`config.mk`:
```
export PLATFORM = sky130hd
export DESIGN_NAME = en_value_rr_arbiter
export DESIGN_NICKNAME = d
export VERILOG_FILES = /design/src/rtl/en_value_rr_arbiter.sv
export SDC_FILE = /design/constraint.sdc
export NUM_CORES = 1
export LEC_CHECK = 0
export BUFFER_PORTS_ARGS = -buffer_cell sky130_fd_sc_hd__buf_4
export CAP_MARGIN = 30
export CORE_UTILIZATION = 51
export CTS_CLUSTER_SIZE = 30
export DETAILED_ROUTE_END_ITERATION = 8
export GPL_TIMING_DRIVEN = 0
export PLACE_DENSITY = 0.8
export SKIP_CTS_REPAIR_TIMING = 1
export SLEW_MARGIN = 10
export SYNTH_ARGS = -nofsm -noshare
export SYNTH_HDL_FRONTEND = slang
export SYNTH_SLANG_ARGS = --single-unit
```
`constraint.sdc`:
```
create_clock -name i_clk -period 3.6 [get_ports i_clk]
set_clock_uncertainty 0.15 [all_clocks]
set_input_delay 0.18 -clock i_clk [delete_from_list [all_inputs] [get_ports i_clk]]
set_output_delay 0.18 -clock i_clk [all_outputs]
set_load 0.005 [all_outputs]
```
`src/rtl/en_value_rr_arbiter.sv`:
```
// Round-robin arbiter sharing one en/value channel
// among N_REQ requesters, with a sticky hold limit.
module en_value_rr_arbiter #(
  parameter int N_REQ    = 4,
  parameter int WIDTH    = 8,
  parameter int MAX_HOLD = 4
) (
  input  logic                       i_clk,
  input  logic                       i_rst_n,
  input  logic [N_REQ-1:0]           i_req,
  input  logic [N_REQ*WIDTH-1:0]     i_value,
  output logic [N_REQ-1:0]           o_grant,
  output logic [$clog2(N_REQ)-1:0]   o_owner,
  output logic                       o_en,
  output logic [WIDTH-1:0]           o_value,
  output logic                       o_busy
);

  localparam int OW = $clog2(N_REQ);
  localparam int HW =
    (MAX_HOLD < 1) ? 1 : $clog2(MAX_HOLD + 1);
  localparam logic [HW-1:0] HMAX = HW'(MAX_HOLD);

  typedef enum logic {
    IDLE,
    GRANT
  } state_t;

  state_t           state_q, state_d;
  logic [OW-1:0]    owner_q, owner_d;
  logic [OW-1:0]    ptr_q, ptr_d;
  logic [HW-1:0]    hold_q, hold_d;
  logic [WIDTH-1:0] value_d;
  logic [N_REQ-1:0] grant_d;
  logic [N_REQ-1:0] others;
  logic [OW-1:0]    nxt;
  logic             rel;
  logic             pre;

  function automatic logic [OW-1:0] sel(
    input logic [OW-1:0]    p,
    input logic [N_REQ-1:0] r
  );
    logic [OW-1:0] s;
    logic          found;
    int            idx;
    s     = '0;
    found = 1'b0;
    for (int i = 0; i < N_REQ; i++) begin
      idx = (int'(p) + i) % N_REQ;
      if (!found && r[idx]) begin
        s     = OW'(idx);
        found = 1'b1;
      end
    end
    return s;
  endfunction

  // Release/preempt conditions for the current owner
  always_comb begin
    others = i_req & ~(N_REQ'(1) << owner_q);
    nxt    = (int'(owner_q) == N_REQ - 1)
           ? '0 : owner_q + OW'(1);
    rel    = !i_req[owner_q];
    pre    = !rel && (MAX_HOLD != 0)
           && (hold_q == HMAX) && (|others);
  end

  // Next-state, owner, pointer and hold decisions
  always_comb begin
    state_d = state_q;
    owner_d = owner_q;
    ptr_d   = ptr_q;
    hold_d  = hold_q;
    unique case (state_q)
      IDLE: begin
        if (|i_req) begin
          state_d = GRANT;
          owner_d = sel(ptr_q, i_req);
          hold_d  = HW'(1);
        end
      end
      GRANT: begin
        unique case (1'b1)
          rel: begin
            ptr_d = nxt;
            if (|others) begin
              owner_d = sel(nxt, i_req);
              hold_d  = HW'(1);
            end else begin
              state_d = IDLE;
              owner_d = '0;
              hold_d  = '0;
            end
          end
          pre: begin
            ptr_d   = nxt;
            owner_d = sel(nxt, others);
            hold_d  = HW'(1);
          end
          default: begin
            if (MAX_HOLD != 0 && hold_q != HMAX)
              hold_d = hold_q + HW'(1);
          end
        endcase
      end
      default: state_d = IDLE;
    endcase
  end

  // Output values derived from the next owner
  always_comb begin
    grant_d = '0;
    value_d = '0;
    if (state_d == GRANT) begin
      grant_d = N_REQ'(1) << owner_d;
      value_d = i_value[int'(owner_d)*WIDTH +: WIDTH];
    end
  end

  // State and registered outputs
  always_ff @(posedge i_clk or negedge i_rst_n) begin
    if (!i_rst_n) begin
      state_q <= IDLE;
      owner_q <= '0;
      ptr_q   <= '0;
      hold_q  <= '0;
      o_grant <= '0;
      o_en    <= 1'b0;
      o_value <= '0;
      o_busy  <= 1'b0;
    end else begin
      state_q <= state_d;
      owner_q <= owner_d;
      ptr_q   <= ptr_d;
      hold_q  <= hold_d;
      o_grant <= grant_d;
      o_en    <= (state_d == GRANT);
      o_value <= value_d;
      o_busy  <= (state_d == GRANT);
    end
  end

  assign o_owner = owner_q;

endmodule

```
== Word level (Yosys, flattened, before mapping) ==
Cells that the tools add are included.
Word-level totals
  input bits: 38
  output and inout port bits: 16
  register bits: 20
Operators by class
  equality and inequality tests: 5
  shifts and indexed selects: 3
  mux-type cells: 95
  reductions and logical operators: 32
  bitwise gates (word level): 9
  magnitude comparators: 9
  add/sub/neg operators: 8
Operators with widths (number)
  1-bit 2-to-1 mux: 56
  2-bit 2-to-1 mux: 16
  32-bit by 6-bit indexed part select with 8-bit output: 1
  1-bit binary-select mux with 2-bit select: 13
  3-bit by 4-bit less-than comparator with 1-bit output (second input constant): 6
  2-bit OR reduction: 7
  3-bit one-hot mux with 2 select lines: 2
  1-bit logical AND: 11
  1-bit logical NOT: 10
  2-bit by 3-bit less-than comparator with 1-bit output (second input constant): 3
  3-bit 2-to-1 mux: 3
  2-bit adder (second input constant): 4
  8-bit 2-to-1 mux: 1
  2-bit one-hot mux with 2 select lines: 2
  4-bit OR reduction: 2
  1-bit by 2-bit << shifter with 4-bit output (first input constant): 2
  2-bit by 1-bit adder with 2-bit output (second input constant): 3
  1-bit AND (first input constant): 6
  4-bit AND: 1
  4-bit 2-to-1 mux: 1
  4-bit by 1-bit inequality test with 1-bit output (second input constant): 1
  4-bit inverter: 1
  2-bit AND reduction: 2
  3-bit by 1-bit adder with 3-bit output (second input constant): 1
  6 further kinds: 6

== Logic depth before layout (Yosys ltp) ==
Gate-level depths: netlist (run 1).
  word-level depth: 29
  mapped depth: 13

== Worst setup path before layout (run 1) ==
Ideal clock, no wire load.
  kind: register to register
  start point: register owner_q[0] (netlist: o_owner[0])
  end point: register o_value[0]
  clock period less this slack: 3.071 ns
  library setup time: 0.134 ns
  stages on the path, launching flop included: 14
  setup slack: 0.529 ns
  arrival time: 2.787 ns
  path through: dfrtp_1 buf_6 inv_1 ha_1 buf_2 or4b_1 o41ai_2 a211oi_1 o31ai_1 a32oi_2 nand2_4 buf_6 mux2i_1 o22ai_1
Between the ends
  word-level cells in the longest chain between the ends: 29
  elaborated cells between the ends (all ways): 88
  classes of those cells: 4 x add/sub; 1 x eq/ne; 2 x shift; 63 x mux; 2 x bitwise; 16 x reduce/logical
RTL lines
  from (decl): line 30  | logic [OW-1:0] owner_q, owner_d;
  from (signal assigned): line 134  | owner_q <= owner_d;
  2-bit by 1-bit adder with 2-bit output or 2-bit by 1-bit == test with 1-bit output (tied branches): line 63, 62
  2-bit 2-to-1 mux (*): line 63  | ? '0 : owner_q + OW'(1);
  via nxt[1]: line 36  | logic [OW-1:0] nxt;
  1-bit binary-select mux with 2-bit select: line 51  | if (!found && r[idx]) begin
  1-bit 2-to-1 mux (not written as such): line 51
  1-bit 2-to-1 mux: line 51
  1-bit 2-to-1 mux: line 87  | if (|others) begin
  1-bit 2-to-1 mux: line 84  | unique case (1'b1)
  [16 not listed]
  2-bit 2-to-1 mux: line 87
  2-bit 2-to-1 mux: line 84
  2-bit one-hot mux with 2 select lines (*): line 84
  2-bit one-hot mux with 2 select lines (*): line 75  | unique case (state_q)
  via owner_d[1]: line 30
  32-bit by 6-bit indexed part select with 8-bit output (*): line 117  | value_d = i_value[int'(owner_d)*WIDTH +: WIDTH];
  8-bit 2-to-1 mux (*): line 115  | if (state_d == GRANT) begin
  via value_d[0]: line 33  | logic [WIDTH-1:0] value_d;
  to (signal assigned): line 139  | o_value <= value_d;
  to (decl): line 15  | output logic [WIDTH-1:0] o_value,
The timed path passes the listed nets; every way through them passes the cells marked *. The select of a mux whose other input is x is not followed.
A chain may end at the register's enable or synchronous reset.

== Final worst setup path (run 1) ==
  start point: register owner_q[0] (netlist: o_owner[0])
  end point: register o_value[1]
The elaborated chain is that of the path after synthesis.

==> metrics, run 1 <==
Inserted Clock Buffers 3; library cells used by synthesis 51; hpwl dp 3450 um; hold path cells 3; P_leak 1.13 nW; total vias in the final route 1748; critical path depth 13; Worst Setup Path Type reg -> reg; CP Buf/Inv Count 4; CTS H-tree lvls 1; CP max FO 10; First-pass DRT Iterations 4; Worst EP required approximately 3.6 ns; most frequent cells in the layout 63 x buf_4, 23 x mux2i_1, 20 x dfrtp_1; syn avg cell area around 9.1 um2; DRT iter0 DRCs 105; n_diodes 0; Syn Inst Count 191; clk root buf clkbuf_4; arrival time worst endpoint 3.48 ns; RSZ-0062 raised after global routing false; core box area 3130 um2; Setup Total Neg Slack 0 ns; Pins Over Slew Limit 0; R2R depth 13; drt drc 0; crit path cell chain buf_6, inv_1, ha_1, buf_2, or4b_1, o41ai_2, a211oi_1, o31ai_1, a32oi_2, nand2_4, buf_6, mux2i_1, o22ai_1; first-pass GRT wire length 7180 um; r2r endpoint o_value[1]$_DFF_PN0_; GRT Residual Overflow 0; commonest non-fill, non-tap cell in the layout buf_4; Die Span Y 60.3 um; delay-heaviest family, CP compound AO/OA/AOI/OAI gates; area delta synth->final 34.5%; status finished with violations; critical path launch point type register; YS warnings 0; maximum vdd drop ~0.61 mV; layout cells sized above 1 0.377; Slew HR 0.593; Routed met1 length 1940 um; Area contributors post-synth dfrtp_1 29%, mux2i_1 14%, ha_1 5.0%; synthesized cell area 1740 um2; Die Footprint 3640 um2; clock-pin slew on the worst setup and hold paths 0.12 ns; TritonCTS clock tree built; period utilisation layout 0.957; Synth area leader dfrtp_1; final-report hold violation count 1; Mapped Nets 236; width of the die 60.3 um; max cap viols 0; critical path's slowest cell or4b_1; Peak Freq 0.290 GHz; num rows 20; reg-to-reg startpoint o_owner[0]$_DFF_PN0_; vias in the first global route 1584; endpoint class of the critical path register; Detail Route Antenna Nets 0; violated checks hold timing; Hold Crit Endpoint o_value[3]$_DFF_PN0_; clock sink count 20; final setup margin 0.155 ns; drt total wl between 4000 and 5000 um; # IOs 54; GR Util All Layers 0.265; worst slew pin tran 0.605 ns; initial antenna violation count 0; routed vias/inst between 5 and 6; Clock Latency Late Sink 0.31 ns; Crit path largest cell delay between 0.5 and 0.6 ns; Setup violations, final 0; share of the synthesized area in the top cell type 0.288; clock buffer depth 2; Setup WS pre-CTS 0.132 ns; Hold Path Class in -> reg; Power, Total 2.37 mW; Seq/Total Area, Yosys 0.288; wire length on met2 about 2400 um; uppermost layer routed met4; pin count of the biggest net entering global routing 21; Post-synth EDFFs 0; PwrDens 1020 nW/um2; met3 WL post-DR roughly 320 um; gpl congestion 0.908; initial core utilization 0.555; final net count 303; R2R Setup Slk between 0.15 and 0.2 ns; wire per inst 15.5 um; post-layout min period 3.44 ns; port buffer count 53; Main synth FF type dfrtp_1; ys async rst share 1.00; Critical Path Most Common Cell buf_6; final hold slack -0.00225 ns; Synth Register Bits 20; Hold Path Origin i_value[3]
## where the power goes
part	internal [mW]	total, mW	leakage, nW	switching, mW
Combinational	0.831	1.78	0.855	0.948
Sequential	0.340	0.408	0.243	0.0679
Clock	0.113	0.186	0.0279	0.0736
Total	1.28	2.37	1.13	1.09
## area by class of cell
cell class / instances / area [um2]
multi-input cells: 152 / 1160
fillers: 245 / 795
flip-flops and latches: 20 / 500
repair buffers: 62 / 468
plain buffers: 10 / 66.3
well taps: 44 / 55.1
inverters: 9 / 33.8
clock inverters: 1 / 30.0
clock buffers: 3 / 22.5
## flip-flops by register name, summed over array words and instances (netlist names)
| register | flops |
|---|---|
| o_value | 8 |
| hold_q | 3 |
| o_grant | 4 |
| o_owner | 2 |
| state_q | 1 |
| ptr_q | 2 |
## cell families (layout without fill, tap and decap cells)
logic type | count (synthesis) | in the layout | share of synthesized area
AND/OR/NAND/NOR | 62 | 62 | 0.202
AO/OA/AOI/OAI | 49 | 49 | 0.195
multiplexers | 30 | 30 | 0.185
flip-flops | 20 | 20 | 0.288
buffers and inverters | 19 | 85 | 0.0577
adder cells (fa/ha/maj) | 8 | 8 | 0.0562
XOR/XNOR | 3 | 3 | 0.0151
## worst register-to-register path: cells and delay by family (launching register included)
kind / cells / cell delay, ns
adders and majority gates: 1 / 0.27
AOI/OAI and AO/OA: 5 / 0.81
muxes: 1 / 0.25
DFF: 1 / 0.43
and+or+nand+nor: 2 / 0.68
buffers and inverters: 4 / 0.73
## cells in the mapped netlist, types with 3 or more instances
| cell type | n |
|---|---|
| buf_2 | 5 |
| nor3_1 | 3 |
| dfrtp_1 | 20 |
| o22ai_1 | 8 |
| ha_1 | 7 |
| nor4_1 | 5 |
| inv_1 | 9 |
| nand2_1 | 14 |
| nor2b_1 | 4 |
| a21oi_1 | 12 |
| nand3_1 | 6 |
| o21ai_0 | 7 |
| a211oi_1 | 3 |
| nand2b_1 | 3 |
| mux2i_1 | 24 |
| nor2_1 | 12 |
| mux2_2 | 4 |
| o31ai_1 | 3 |
## how the worst max path moves through the flow
stage | from | endpoint | slack, ns
after global placement | o_owner[0]$_DFF_PN0_ | o_value[0]$_DFF_PN0_ | 0.09
after CTS | o_owner[0]$_DFF_PN0_ | o_value[1]$_DFF_PN0_ | 0.05
after detailed placement | o_owner[0]$_DFF_PN0_ | o_value[0]$_DFF_PN0_ | 0.13
after global routing | o_owner[0]$_DFF_PN0_ | o_value[1]$_DFF_PN0_ | 0.03
after floorplan | o_owner[0]$_DFF_PN0_ | o_value[0]$_DFF_PN0_ | 0.53
final | o_owner[0]$_DFF_PN0_ | o_value[1]$_DFF_PN0_ | 0.16
## metal layers
metal	up-vias	global-route usage
met4	0	0.0797
li1	834	-
met1	829	0.349
met3	11	0.0640
met2	74	0.433
met5	-	0
## through the flow
step / std cells / hold slack (ns) / util / area, um2
6_report: 301 / -0.00225 / 0.746 / 2330
5_1_grt: 301 / 0.000702 / 0.746 / 2330
4_1_cts: 292 / -0.437 / 0.716 / 2240
3_5_place_dp: 288 / -0.0795 / 0.700 / 2190
3_3_place_gp: 288 / -0.0836 / 0.700 / 2190
2_1_floorplan: 191 / -0.266 / - / 1740
Power figures use the tool's default switching activity.
==> inputs of run 2 (changes only) <==
CORE_UTILIZATION = 53   (was 51)
CTS_BUF_LIST = sky130_fd_sc_hd__clkbuf_8   (was default)
PLACE_DENSITY = 0.82   (was 0.8)
==> run 2 against run 1 <==
The flow now finishes without violations. Non-clock buffer count is 3 lower. Cell count is 1.0% lower. Utilization is 0.44 points higher. Combinational power is 4% lower. Wire length is 9.9% lower. Largest power group unchanged. Highest routed layer unchanged.
==> metrics, run 2 (same netlist as run 1, synthesis figures left out) <==
CTS H-tree lvls 1; clock network power share 0.073; switching share of power 0.456; commonest non-fill, non-tap cell in the layout buf_4; arrival time worst endpoint roughly 3.3 ns; drt total wl 4210 um; Biggest register o_value; Power, Total 2.27 mW; first-pass GRT wire length around 7000 um; final-report hold violation count 0; Largest register FFs 8; final cell count without fillers 298; initial core utilization 0.564; hpwl dp 3320 um; Clock Latency Late Sink 0.25 ns; RSZ-0062 raised after global routing false; area delta synth->final 33.1%; clk root buf clkbuf_8; n_diodes 0; # IOs 54; combinational share of power 0.747; Worst EP required about 3.6 ns; switching power 1.04 mW; critical path depth 13; Inserted Clock Buffers 3; gpl congestion 0.955; GR Util All Layers 0.263; clock sink count 20; drt drc 0; P_leak 1.11 nW; fillers 232; Peak Freq 0.298 GHz; Slew HR 0.600; TritonCTS clock tree built; clock buffer depth 2; critical path's slowest cell or4b_1; status finished, final reports clean; endpoint class of the critical path register; Die Span Y 59.2 um; GRT Residual Overflow 0; Worst Setup Path Type reg -> reg; R2R depth 13; most frequent cells in the layout 60 x buf_4, 23 x mux2i_1, 19 x dfrtp_1; Die Footprint 3510 um2; vias in the first global route 1602; layout cells sized above 1 0.366; First-pass DRT Iterations 5; Int Pwr 1.24 mW; delay-heaviest family, CP compound AO/OA/AOI/OAI gates; sequential share of power 0.180; placed cells 288; Hold Path Class in -> reg; Setup Total Neg Slack 0 ns; width of the die 59.2 um; CP Buf/Inv Count 4; PwrDens 984 nW/um2; Critical Path Most Common Cell buf_6; post-layout min period 3.36 ns; pin count of the biggest net entering global routing 21; period utilisation layout 0.933; num rows 20; Pins Over Slew Limit 0; Detail Route Antenna Nets 0; final net count 300; Setup violations, final 0; critical path launch point type register; initial antenna violation count 0; Post-Route Utilization 0.750; hold path cells 3; maximum vdd drop 0.659 mV; crit path cell chain buf_6, inv_1, ha_1, clkbuf_4, or4b_1, o41ai_2, a211oi_1, o31ai_1, a32oi_2, nand2_4, buf_6, mux2i_1, o22ai_1; largest registers o_value x8, o_grant x4, hold_q x3; total vias in the final route 1705; DRT iter0 DRCs 63; clock-pin slew on the worst setup and hold paths 0.07 ns; Crit path largest cell delay a little under 0.5 ns; max cap viols 0; worst slew pin tran between 0.5 and 0.6 ns; port buffer count 53; routed vias/inst 5.72; wire per inst 14.1 um; core box area about 3100 um2; CP max FO 10
-- run 2: metal layers --
metal,wire (um),track usage,vias up
li1,-,-,831
met1,1730,0.318,794
met2,2090,0.432,72
met3,329,0.0611,8
met4,70,0.139,0
met5,0,0,-
-- run 2: worst paths after layout --
path,start,to,slack [ns]
worst max-delay path,o_owner[0]$_DFF_PN0_,o_value[0]$_DFF_PN0_,0.24
worst min-delay path,i_value[4],o_value[4]$_DFF_PN0_,0.07
worst max register to register,o_owner[0]$_DFF_PN0_,o_value[0]$_DFF_PN0_,0.24
worst min register to register,hold_q[1]$_DFFE_PN0P_,hold_q[1]$_DFFE_PN0P_,0.36
max in group asynchronous,i_rst_n,o_owner[0]$_DFF_PN0_,2.89
min in group asynchronous,i_rst_n,o_value[7]$_DFF_PN0_,0.19
-- run 2: layout make-up --
type | count | area [um2] | share of cell area
inverters | 9 | 33.8 | 0.0146
clock buffers | 4 | 55.1 | 0.0238
flip-flops and latches | 20 | 502 | 0.217
plain buffers | 10 | 68.8 | 0.0298
well taps | 44 | 55.1 | 0.0238
repair buffers | 59 | 445 | 0.193
multi-input cells | 152 | 1150 | 0.498
-- run 2: worst min-delay path: stages --
cell and delay (ns):
buf_4 0.07, mux2i_1 0.05, o22ai_1 0.11
-- run 2: through the flow --
stage                     instance area [um2]  worst slack, ns  hold WS (ns)
after global placement                   2190           0.0381       -0.0828
after CTS                                2240           0.0266        -0.359
after detailed placement                 2190           0.0541       -0.0825
final                                    2310            0.241        0.0665
after global routing                     2310           0.0250        0.0664
after floorplan                          1740            0.529        -0.266
-- run 2: power by group through the flow --
stage | Sequential, mW | Combinational [mW] | Clock, mW
after floorplan | 0.410 | 1.15 | 0
after global placement | 0.407 | 1.54 | 0
after detailed placement | 0.411 | 1.55 | 0
after CTS | 0.409 | 1.56 | 0.169
after global routing | 0.423 | 1.84 | 0.181
final | 0.410 | 1.70 | 0.166
==> inputs of run 3 (changes only) <==
REMOVE_ABC_BUFFERS = 1   (was default)
==> run 3 against run 2 <==
Setup slack better by 0.039 ns. Register-to-register slack better by 0.04 ns. Via count down 1.3%. Utilization down 2.6 points. First-iteration DRC count up 7.9%. Sequential share of layout area up 0.91 points. Design area down 3.5%. Sequential cell count unchanged. Maximum frequency up 1.2%. Total power down 5.3%. Count of clock-buffer cells in the layout unchanged. Largest power group unchanged.
==> metrics, run 3 (same netlist as run 1, synthesis figures left out) <==
Detail Route Antenna Nets 0; First-pass DRT Iterations 4; Setup violations, final 0; endpoint class of the critical path register; width of the die 59.2 um; num rows 20; Setup WS pre-CTS -0.527 ns; R2R Setup Slk 0.28 ns; Pins Over Slew Limit 0; drt total wl 4120 um; worst slew pin tran 0.519 ns; Biggest register o_value; Inserted Clock Buffers 3; RSZ-0062 raised after global routing false; Slew HR 0.653; Die Footprint 3510 um2; CTS H-tree lvls 1; reg-to-reg startpoint o_owner[0]$_DFF_PN0_; wire per inst about 14 um; Post-DP Area 2120 um2; core box area 3080 um2; max cap viols 0; layout cells sized above 1 0.335; fillers 235; arrival time worst endpoint 3.34 ns; post-layout min period approximately 3.3 ns; clock-pin slew on the worst setup and hold paths about 0.070 ns; first-pass GRT wire length 6540 um; final setup margin 0.280 ns; vias in the first global route around 1500; largest registers o_value x8, o_grant x4, hold_q x3; P_leak 1.06 nW; critical path launch point type register; PwrDens 966 nW/um2; total vias in the final route 1682; routed vias/inst 5.88; Largest register FFs 8; initial antenna violation count 0; CP max FO 13; Setup Total Neg Slack 0 ns; R2R depth 11; Clock Latency Late Sink 0.25 ns; clock buffer depth 2; hpwl dp 3160 um; Worst EP required 3.62 ns; r2r endpoint o_value[0]$_DFF_PN0_; GRT Residual Overflow 0; Worst Setup Path Type reg -> reg; gpl congestion 0.884; clock sink count 20; DRT iter0 DRCs approximately 70; status finished, final reports clean; clk root buf clkbuf_8; pin count of the biggest net entering global routing 24; area delta synth->final 28.4%; period utilisation layout 0.922; most frequent cells in the layout 56 x buf_4, 24 x mux2i_1, 19 x dfrtp_1; Hold Path Class in -> reg; port buffer count 53; TritonCTS clock tree built; CP Capture Point o_value[0]$_DFF_PN0_; # IOs 54; Die Span Y 59.2 um; n_diodes 0; Post-Route Utilization 0.724; drt drc 0; maximum vdd drop 0.767 mV; crit path from o_owner[0]$_DFF_PN0_; final net count about 290; initial core utilization 0.564; final-report hold violation count 0; Final Cell Area ~2200 um2; Peak Freq between 0.3 and 0.4 GHz; GR Util All Layers 0.248; commonest non-fill, non-tap cell in the layout buf_4
-- run 3: per-layer routing --
| metal | wire length, um | up-vias | part of all wire | GRT usage |
|---|---|---|---|---|
| li1 | - | 813 | - | - |
| met1 | 1740 | 790 | 0.42 | 0.310 |
| met2 | 1950 | 69 | 0.47 | 0.406 |
| met3 | 344 | 10 | 0.083 | 0.0524 |
| met4 | 83 | 0 | 0.020 | 0.122 |
| met5 | 0 | - | 0 | 0 |
-- run 3: where the power goes --
group	internal [mW]	switching, mW
Clock	0.0971	0.0679
Sequential	0.345	0.0929
Combinational	0.715	0.834
-- run 3: worst min path at each step --
stage	start	endpoint	slack, ns	depth (start not counted)
2_1_floorplan	i_rst_n	hold_q[0]$_DFFE_PN0P_	-0.27	0
3_3_place_gp	i_rst_n	o_value[3]$_DFF_PN0_	-0.09	1
3_5_place_dp	i_rst_n	o_value[3]$_DFF_PN0_	-0.08	1
4_1_cts	i_rst_n	hold_q[0]$_DFFE_PN0P_	-0.36	1
5_1_grt	i_value[0]	o_value[0]$_DFF_PN0_	0.07	3
6_report	i_value[23]	o_value[7]$_DFF_PN0_	0.07	3
-- run 3: worst max-delay path, cell delays in order (launching register included) --
cell and delay (ns):
dfrtp_4 0.55, inv_1 0.19, ha_4 0.39, mux2i_1 0.28
mux2i_1 0.12, a211oi_1 0.28, nor4_1 0.09, a2111oi_0 0.42
o31ai_1 0.14, buf_4 0.16, nand2b_2 0.27, o22ai_1 0.21
-- run 3: area by class of cell --
| type | count | area (um2) | share of cell area |
|---|---|---|---|
| repair buffers | 57 | 430 | 0.193 |
| inverters | 9 | 33.8 | 0.0152 |
| well taps | 44 | 55.1 | 0.0247 |
| multi-input cells | 152 | 1150 | 0.516 |
| flip-flops and latches | 20 | 504 | 0.226 |
| clock buffers | 4 | 55.1 | 0.0247 |
-- run 3: through the flow --
step | power [mW] | hold WS (ns) | std cells
after floorplan | 1.49 | -0.266 | 181
after global placement | 1.86 | -0.0855 | 278
after detailed placement | 1.90 | -0.0831 | 278
after CTS | 2.07 | -0.359 | 282
after global routing | 2.33 | 0.0672 | 286
final | 2.15 | 0.0655 | 286
